[src/rtl/quat_word_assembler_if.sv]
`default_nettype none
// ============================================================================
//  Module   : quat_word_assembler_if
//  Brief    : Word-stream input and parallel-quaternion output bundle for
//             quat_word_assembler. The master side drives the word stream
//             and the downstream ready; the slave side is the assembler.
//  Revision : 1.0  initial release
// ============================================================================
interface quat_word_assembler_if #(
  parameter int CNT_W = 16
);
  logic [31:0]      s_data;
  logic             s_valid;
  logic             s_last;
  logic             s_ready;
  logic [31:0]      q0;
  logic [31:0]      q1;
  logic [31:0]      q2;
  logic [31:0]      q3;
  logic             q_valid;
  logic             q_ready;
  logic             frame_err;
  logic [CNT_W-1:0] quat_cnt;
  logic             nan_flag;

  modport master (
    output s_data, s_valid, s_last, q_ready,
    input  s_ready, q0, q1, q2, q3, q_valid, frame_err, quat_cnt, nan_flag
  );

  modport slave (
    input  s_data, s_valid, s_last, q_ready,
    output s_ready, q0, q1, q2, q3, q_valid, frame_err, quat_cnt, nan_flag
  );
endinterface
`default_nettype wire

[src/rtl/quat_word_assembler.sv]
`default_nettype none
// ============================================================================
//  Module   : quat_word_assembler
//  Brief    : Collects four fp32 words (q0..q3, s_last on q3) into a
//             registered parallel quaternion with valid/ready on both sides,
//             flags framing errors and counts delivered quaternions.
//             Optional NaN detection on the held quaternion is built when
//             QUAT_ASM_NAN_CHECK_EN is defined; otherwise nan_flag is 0.
//  Revision : 1.0  initial release
// ============================================================================
module quat_word_assembler #(
  parameter int CNT_W = 16
) (
  input  logic                       clk,
  input  logic                       rst_n,
  quat_word_assembler_if.slave       bus
);

  // State names the slot that the next accepted word will fill.
  typedef enum logic [1:0] {
    W0 = 2'd0,
    W1 = 2'd1,
    W2 = 2'd2,
    W3 = 2'd3
  } state_t;

  state_t           r_state;
  logic [31:0]      r_sh0;
  logic [31:0]      r_sh1;
  logic [31:0]      r_sh2;
  logic [31:0]      r_q0;
  logic [31:0]      r_q1;
  logic [31:0]      r_q2;
  logic [31:0]      r_q3;
  logic             r_q_valid;
  logic             r_frame_err;
  logic [CNT_W-1:0] r_cnt;

  logic             w_s_ready;
  logic             w_accept;
  logic             w_deliver;

  // Only the closing word can be stalled: it needs a free output slot,
  // which exists when the slot is empty or is being drained this cycle.
  assign w_s_ready = (r_state != W3) || !r_q_valid || bus.q_ready;
  assign w_accept  = bus.s_valid && w_s_ready;
  assign w_deliver = r_q_valid && bus.q_ready;

`ifdef QUAT_ASM_NAN_CHECK_EN
  logic r_nan;
  logic w_nan_in;

  function automatic logic is_nan(input logic [31:0] w);
    return (w[30:23] == 8'hFF) && (w[22:0] != 23'd0);
  endfunction

  // NaN status of the quaternion that would load on this cycle.
  assign w_nan_in = is_nan(r_sh0) || is_nan(r_sh1) || is_nan(r_sh2) ||
                    is_nan(bus.s_data);
  assign bus.nan_flag = r_nan;
`else
  assign bus.nan_flag = 1'b0;
`endif

  // Word-index FSM, shadow capture, output load/drain and delivery counter.
  always_ff @(posedge clk or negedge rst_n) begin
    if (!rst_n) begin
      r_state     <= W0;
      r_sh0       <= 32'd0;
      r_sh1       <= 32'd0;
      r_sh2       <= 32'd0;
      r_q0        <= 32'd0;
      r_q1        <= 32'd0;
      r_q2        <= 32'd0;
      r_q3        <= 32'd0;
      r_q_valid   <= 1'b0;
      r_frame_err <= 1'b0;
      r_cnt       <= '0;
`ifdef QUAT_ASM_NAN_CHECK_EN
      r_nan       <= 1'b0;
`endif
    end else begin
      r_frame_err <= 1'b0;

      // Drain first; a load later in this block overrides the clear.
      if (w_deliver) begin
        r_q_valid <= 1'b0;
        r_cnt     <= r_cnt + CNT_W'(1);
`ifdef QUAT_ASM_NAN_CHECK_EN
        r_nan     <= 1'b0;
`endif
      end

      if (w_accept) begin
        case (r_state)
          W0: begin
            if (bus.s_last) begin
              r_frame_err <= 1'b1;
              r_state     <= W0;
            end else begin
              r_sh0   <= bus.s_data;
              r_state <= W1;
            end
          end
          W1: begin
            if (bus.s_last) begin
              r_frame_err <= 1'b1;
              r_state     <= W0;
            end else begin
              r_sh1   <= bus.s_data;
              r_state <= W2;
            end
          end
          W2: begin
            if (bus.s_last) begin
              r_frame_err <= 1'b1;
              r_state     <= W0;
            end else begin
              r_sh2   <= bus.s_data;
              r_state <= W3;
            end
          end
          W3: begin
            r_state <= W0;
            if (bus.s_last) begin
              r_q0      <= r_sh0;
              r_q1      <= r_sh1;
              r_q2      <= r_sh2;
              r_q3      <= bus.s_data;
              r_q_valid <= 1'b1;
`ifdef QUAT_ASM_NAN_CHECK_EN
              r_nan     <= w_nan_in;
`endif
            end else begin
              r_frame_err <= 1'b1;
            end
          end
        endcase
      end
    end
  end

  assign bus.s_ready   = w_s_ready;
  assign bus.q0        = r_q0;
  assign bus.q1        = r_q1;
  assign bus.q2        = r_q2;
  assign bus.q3        = r_q3;
  assign bus.q_valid   = r_q_valid;
  assign bus.frame_err = r_frame_err;
  assign bus.quat_cnt  = r_cnt;

endmodule
`default_nettype wire
[src/flat_wrapper.sv]
// flat-port wrapper written by rule: the top's interface ports become plain ports
module quat_word_assembler_flat 
#(
  parameter int CNT_W = 16
)
  (clk, rst_n, bus_s_data, bus_s_valid, bus_s_last, bus_q_ready, bus_s_ready, bus_q0, bus_q1, bus_q2, bus_q3, bus_q_valid, bus_frame_err, bus_quat_cnt, bus_nan_flag);
  quat_word_assembler_if #(.CNT_W(CNT_W)) bus_i ();
  input  logic clk;
  input  logic rst_n;
  input wire logic [$bits(bus_i.s_data)-1:0] bus_s_data;
  input wire logic [$bits(bus_i.s_valid)-1:0] bus_s_valid;
  input wire logic [$bits(bus_i.s_last)-1:0] bus_s_last;
  input wire logic [$bits(bus_i.q_ready)-1:0] bus_q_ready;
  output wire logic [$bits(bus_i.s_ready)-1:0] bus_s_ready;
  output wire logic [$bits(bus_i.q0)-1:0] bus_q0;
  output wire logic [$bits(bus_i.q1)-1:0] bus_q1;
  output wire logic [$bits(bus_i.q2)-1:0] bus_q2;
  output wire logic [$bits(bus_i.q3)-1:0] bus_q3;
  output wire logic [$bits(bus_i.q_valid)-1:0] bus_q_valid;
  output wire logic [$bits(bus_i.frame_err)-1:0] bus_frame_err;
  output wire logic [$bits(bus_i.quat_cnt)-1:0] bus_quat_cnt;
  output wire logic [$bits(bus_i.nan_flag)-1:0] bus_nan_flag;
  assign bus_i.s_data = bus_s_data;
  assign bus_i.s_valid = bus_s_valid;
  assign bus_i.s_last = bus_s_last;
  assign bus_i.q_ready = bus_q_ready;
  assign bus_s_ready = bus_i.s_ready;
  assign bus_q0 = bus_i.q0;
  assign bus_q1 = bus_i.q1;
  assign bus_q2 = bus_i.q2;
  assign bus_q3 = bus_i.q3;
  assign bus_q_valid = bus_i.q_valid;
  assign bus_frame_err = bus_i.frame_err;
  assign bus_quat_cnt = bus_i.quat_cnt;
  assign bus_nan_flag = bus_i.nan_flag;
  quat_word_assembler #(.CNT_W(CNT_W)) u_core (.clk(clk), .rst_n(rst_n), .bus(bus_i));
endmodule
[config.mk]
export PLATFORM = sky130hd
export DESIGN_NAME = quat_word_assembler_flat
export DESIGN_NICKNAME = d
export VERILOG_FILES = /design/src/rtl/quat_word_assembler_if.sv /design/src/rtl/quat_word_assembler.sv /design/src/flat_wrapper.sv
export SDC_FILE = /design/constraint.sdc
export NUM_CORES = 1
export LEC_CHECK = 0
export ABC_AREA = 1
export BUFFER_PORTS_ARGS = -buffer_cell sky130_fd_sc_hd__buf_2
export CORE_AREA = 2 2 140 128
export CTS_CLUSTER_SIZE = 24
export DETAILED_ROUTE_END_ITERATION = 8
export DIE_AREA = 0 0 142 130
export GPL_TIMING_DRIVEN = 0
export PLACE_DENSITY_LB_ADDON = 0.15
export REMOVE_ABC_BUFFERS = 1
export SYNTH_ARGS = -nofsm -noshare
export SYNTH_HDL_FRONTEND = slang
export SYNTH_SLANG_ARGS = --single-unit
[constraint.sdc]
create_clock -name clk -period 4.67 [get_ports clk]
set_input_delay 0.934 -clock clk [delete_from_list [all_inputs] [get_ports clk]]
set_output_delay 0.934 -clock clk [all_outputs]
set_load 0.05 [all_outputs]
==> results.py <==
metrics = {
    "outcome": {
        "status": "completed",
    },
    "clocking": {
        "cts_buffers": 26,
        "cts.htree.levels": 1,
        "clkTransAtPathRegs_ps": 60,
        "cts_hold_buf": 0,
        "post-cts-setup-buffer-count": 0,
        "cts_buffer_depth": 3,
        "insertion_delay_ps": 510,
        "cts_tree": "done",
        "cts-root-buf": "clkbuf_16",
        "cts.sinks": 244,
        "cts_resized": 0,
    },
    "placement": {
        "dp_hpwl_um": 12500,
        "port_buffers": 183,
        "place_inst": 1323,
        "place_congestion": 0.750,
    },
    "floorplanning": {
        "pin_count": 185,
        "die_h_um": 130,
        "die-area_um2": 18500,
        "die_x_um": 142,
        "start_util": 0.547,
        "core_area_um2": 17200,
        "row_count": 46,
    },
    "synth": {
        "synth.area.top_cells": "dfrtp_1 (65%), nand2_1 (14%), o21ai_0 (10%), o21a_1 (2.6%), inv_1 (1.8%)",
        "synth-edff-count": 0,
        "synthTopCellsByCount": "nand2_1 (344), dfrtp_1 (244), o21ai_0 (191)",
        "syn_area_um2": 9410,
        "synth.avg_cell_area_um2": 9.71,
        "synth.distinct_cells": 30,
        "synth_top_area_cell": "dfrtp_1",
        "synth_warnings": 0,
        "synth_ff_type": "dfrtp_1",
        "netlist_instances": 969,
        "synthArstFlopShare": 1.00,
        "synth.yosys.seq_area_share": 0.649,
        "synth.most_common_cell": "nand2_1",
        "synth_top_area_frac": 0.649,
        "ys_ff_latch": 244,
    },
    "sta": {
        "rsz0062_at_grt": "false",
        "min_period_ps": 2790,
        "hold_viol": 0,
        "fin_skew_ps": 11.2,
        "slew-limit-headroom": 0.319,
        "drv_slew": 0,
        "tightest_slew_ps": 1020,
        "hold_slack_ps": 276,
        "period_share": 0.598,
        "fmax_mhz": 358,
        "setup_violations": 0,
    },
    "final_layout": {
        "area_growth_pct": 22.7,
        "stdcell_count": 1370,
        "fillCellCount": 1389,
        "num_antenna_cells": 0,
        "drive_above_1_share": 0.217,
        "nets": 1174,
        "fin_util": 0.671,
    },
    "power": {
        "cellLeakagePower_nw": 6.19,
        "worst_ir_drop_vdd_uv": 396,
        "finalPower_w": 0.00805,
        "power_density_nw_per_um2": 697,
    },
    "grt": {
        "grt_max_degree": 121,
        "grt_pass1_wl_um": 33100,
        "grt_usage": 0.220,
        "gr-total-overflow": 0,
        "grt_pass1_vias": 6583,
        "antenna_found_initial": 0,
    },
    "routing": {
        "routed_wl_um": 20200,
        "num_vias": 6995,
        "wl_per_cell_um": 14.7,
        "route.detailed.drc": 0,
        "drtPass1Iterations": 5,
        "postRouteAntennaNets": 0,
        "viasPerCell": 5.11,
        "first_iter_violations": 483,
    },
    "flow_run": {
        "maxCapViolCount": 0,
    },
    "setup_path": {
        "path_max_fanout": 99,
        "startpoint_type": "input port",
        "end_kind": "flop",
        "crit_arrival_ps": 3190,
        "critPathKind": "input port to flop",
        "critPathRequiredTime_ps": 5070,
    },
    "worst_hold_path": {
        "worstHoldPathType": "input port to async pin",
    },
}
## cell type report
| type | instances | area (µm²) | share of cell area |
|---|---|---|---|
| sequential | 244 | 6110 | 0.529 |
| multi-input combinational | 619 | 2840 | 0.246 |
| timing repair buffer | 196 | 1190 | 0.104 |
| clock inverter | 4 | 95.1 | 0.00824 |
| inverter | 48 | 183 | 0.0158 |
| tap | 216 | 270 | 0.0234 |
| clock buffer | 43 | 856 | 0.0741 |
## placed cells by master, fill, tap and decap left out, types with 2 or more instances in the layout
cell	netlist	final
xnor2_1	3	3
xor2_1	8	8
o21ai_0	191	191
dfrtp_1	244	244
buf_8	0	5
clkbuf_16	0	27
bufinv_16	0	3
clkbuf_1	28	4
buf_16	0	5
nand2_1	344	344
o21ai_1	2	2
buf_12	0	3
inv_1	45	45
nor2_1	14	14
nand2_2	2	2
nand3_1	4	4
ha_1	2	2
clkbuf_8	0	12
nand4_1	4	4
inv_2	3	2
o21a_1	32	32
buf_2	15	182
nor3_1	3	3
## worst paths after layout
path                                           to         startpoint  depth (start not counted)  slack [ps]
worst max-delay path            u_core.bus.q3[14]        bus_q_ready                          9        1880
worst min-delay path            u_core.bus.q2[17]              rst_n                          1         280
worst max register to register  u_core.bus.q3[14]  u_core.r_state[0]                          9        1940
worst min register to register  u_core.bus.q0[29]   u_core.r_sh0[29]                          2         460
max in group asynchronous       u_core.bus.q2[24]              rst_n                          2        3530
min in group clk                u_core.bus.q0[29]   u_core.r_sh0[29]                          2         460
## kinds of logic after synthesis
| kind of cell | synth area share |
|---|---|
| DFF | 0.649 |
| AOI/OAI and AO/OA | 0.130 |
| and+or+nand+nor | 0.156 |
| buffers and inverters | 0.0503 |
| xor gates and xnor gates | 0.0102 |
| muxes | 0.00120 |
| adders and majority gates | 0.00266 |
| other | 0.000399 |
## worst max-delay path: stages
cell and delay (ps):
buf_2 100, nor2_2 50, nand2_2 70, nand2_4 500, nor2_4 880, buf_16 250, buf_16 180, nand2_1 70
o21a_1 100
## sequential cells by signal (all words and copies together), names as in the netlist
register,count
u_core.bus.q0,32
u_core.bus.q1,32
u_core.bus.q2,32
u_core.bus.q3,32
u_core.r_sh0,32
u_core.r_sh1,32
u_core.r_sh2,32
u_core.bus.quat_cnt,16
u_core.r_state,2
u_core.bus.frame_err,1
u_core.bus.q_valid,1
## per-stage QoR
| stage | area [µm²] | worst slack, ps | TNS, ps |
|---|---|---|---|
| 2_1_floorplan | 9120 | 935 | 0 |
| 3_3_place_gp | 10300 | -1710 | -464650 |
| 3_5_place_dp | 10600 | 1310 | 0 |
| 4_1_cts | 11500 | 1850 | 0 |
| 5_1_grt | 11500 | 1680 | 0 |
| 6_report | 11500 | 1880 | 0 |
## routing by layer
layer,wire length (µm),global-route usage,vias to the layer above
li1,-,-,3445
met1,9140,0.307,3333
met2,9320,0.355,188
met3,1300,0.0488,29
met4,404,0.0571,0
met5,0,0,-
## power breakdown
group          switching (W)  internal [W]  leakage (nW)  total (W)
Clock               0.000793       0.00140         0.470    0.00220
Sequential          0.000346       0.00281          3.13    0.00316
Combinational        0.00208      0.000610          2.59    0.00269
(Power assumes the default switching activity.)
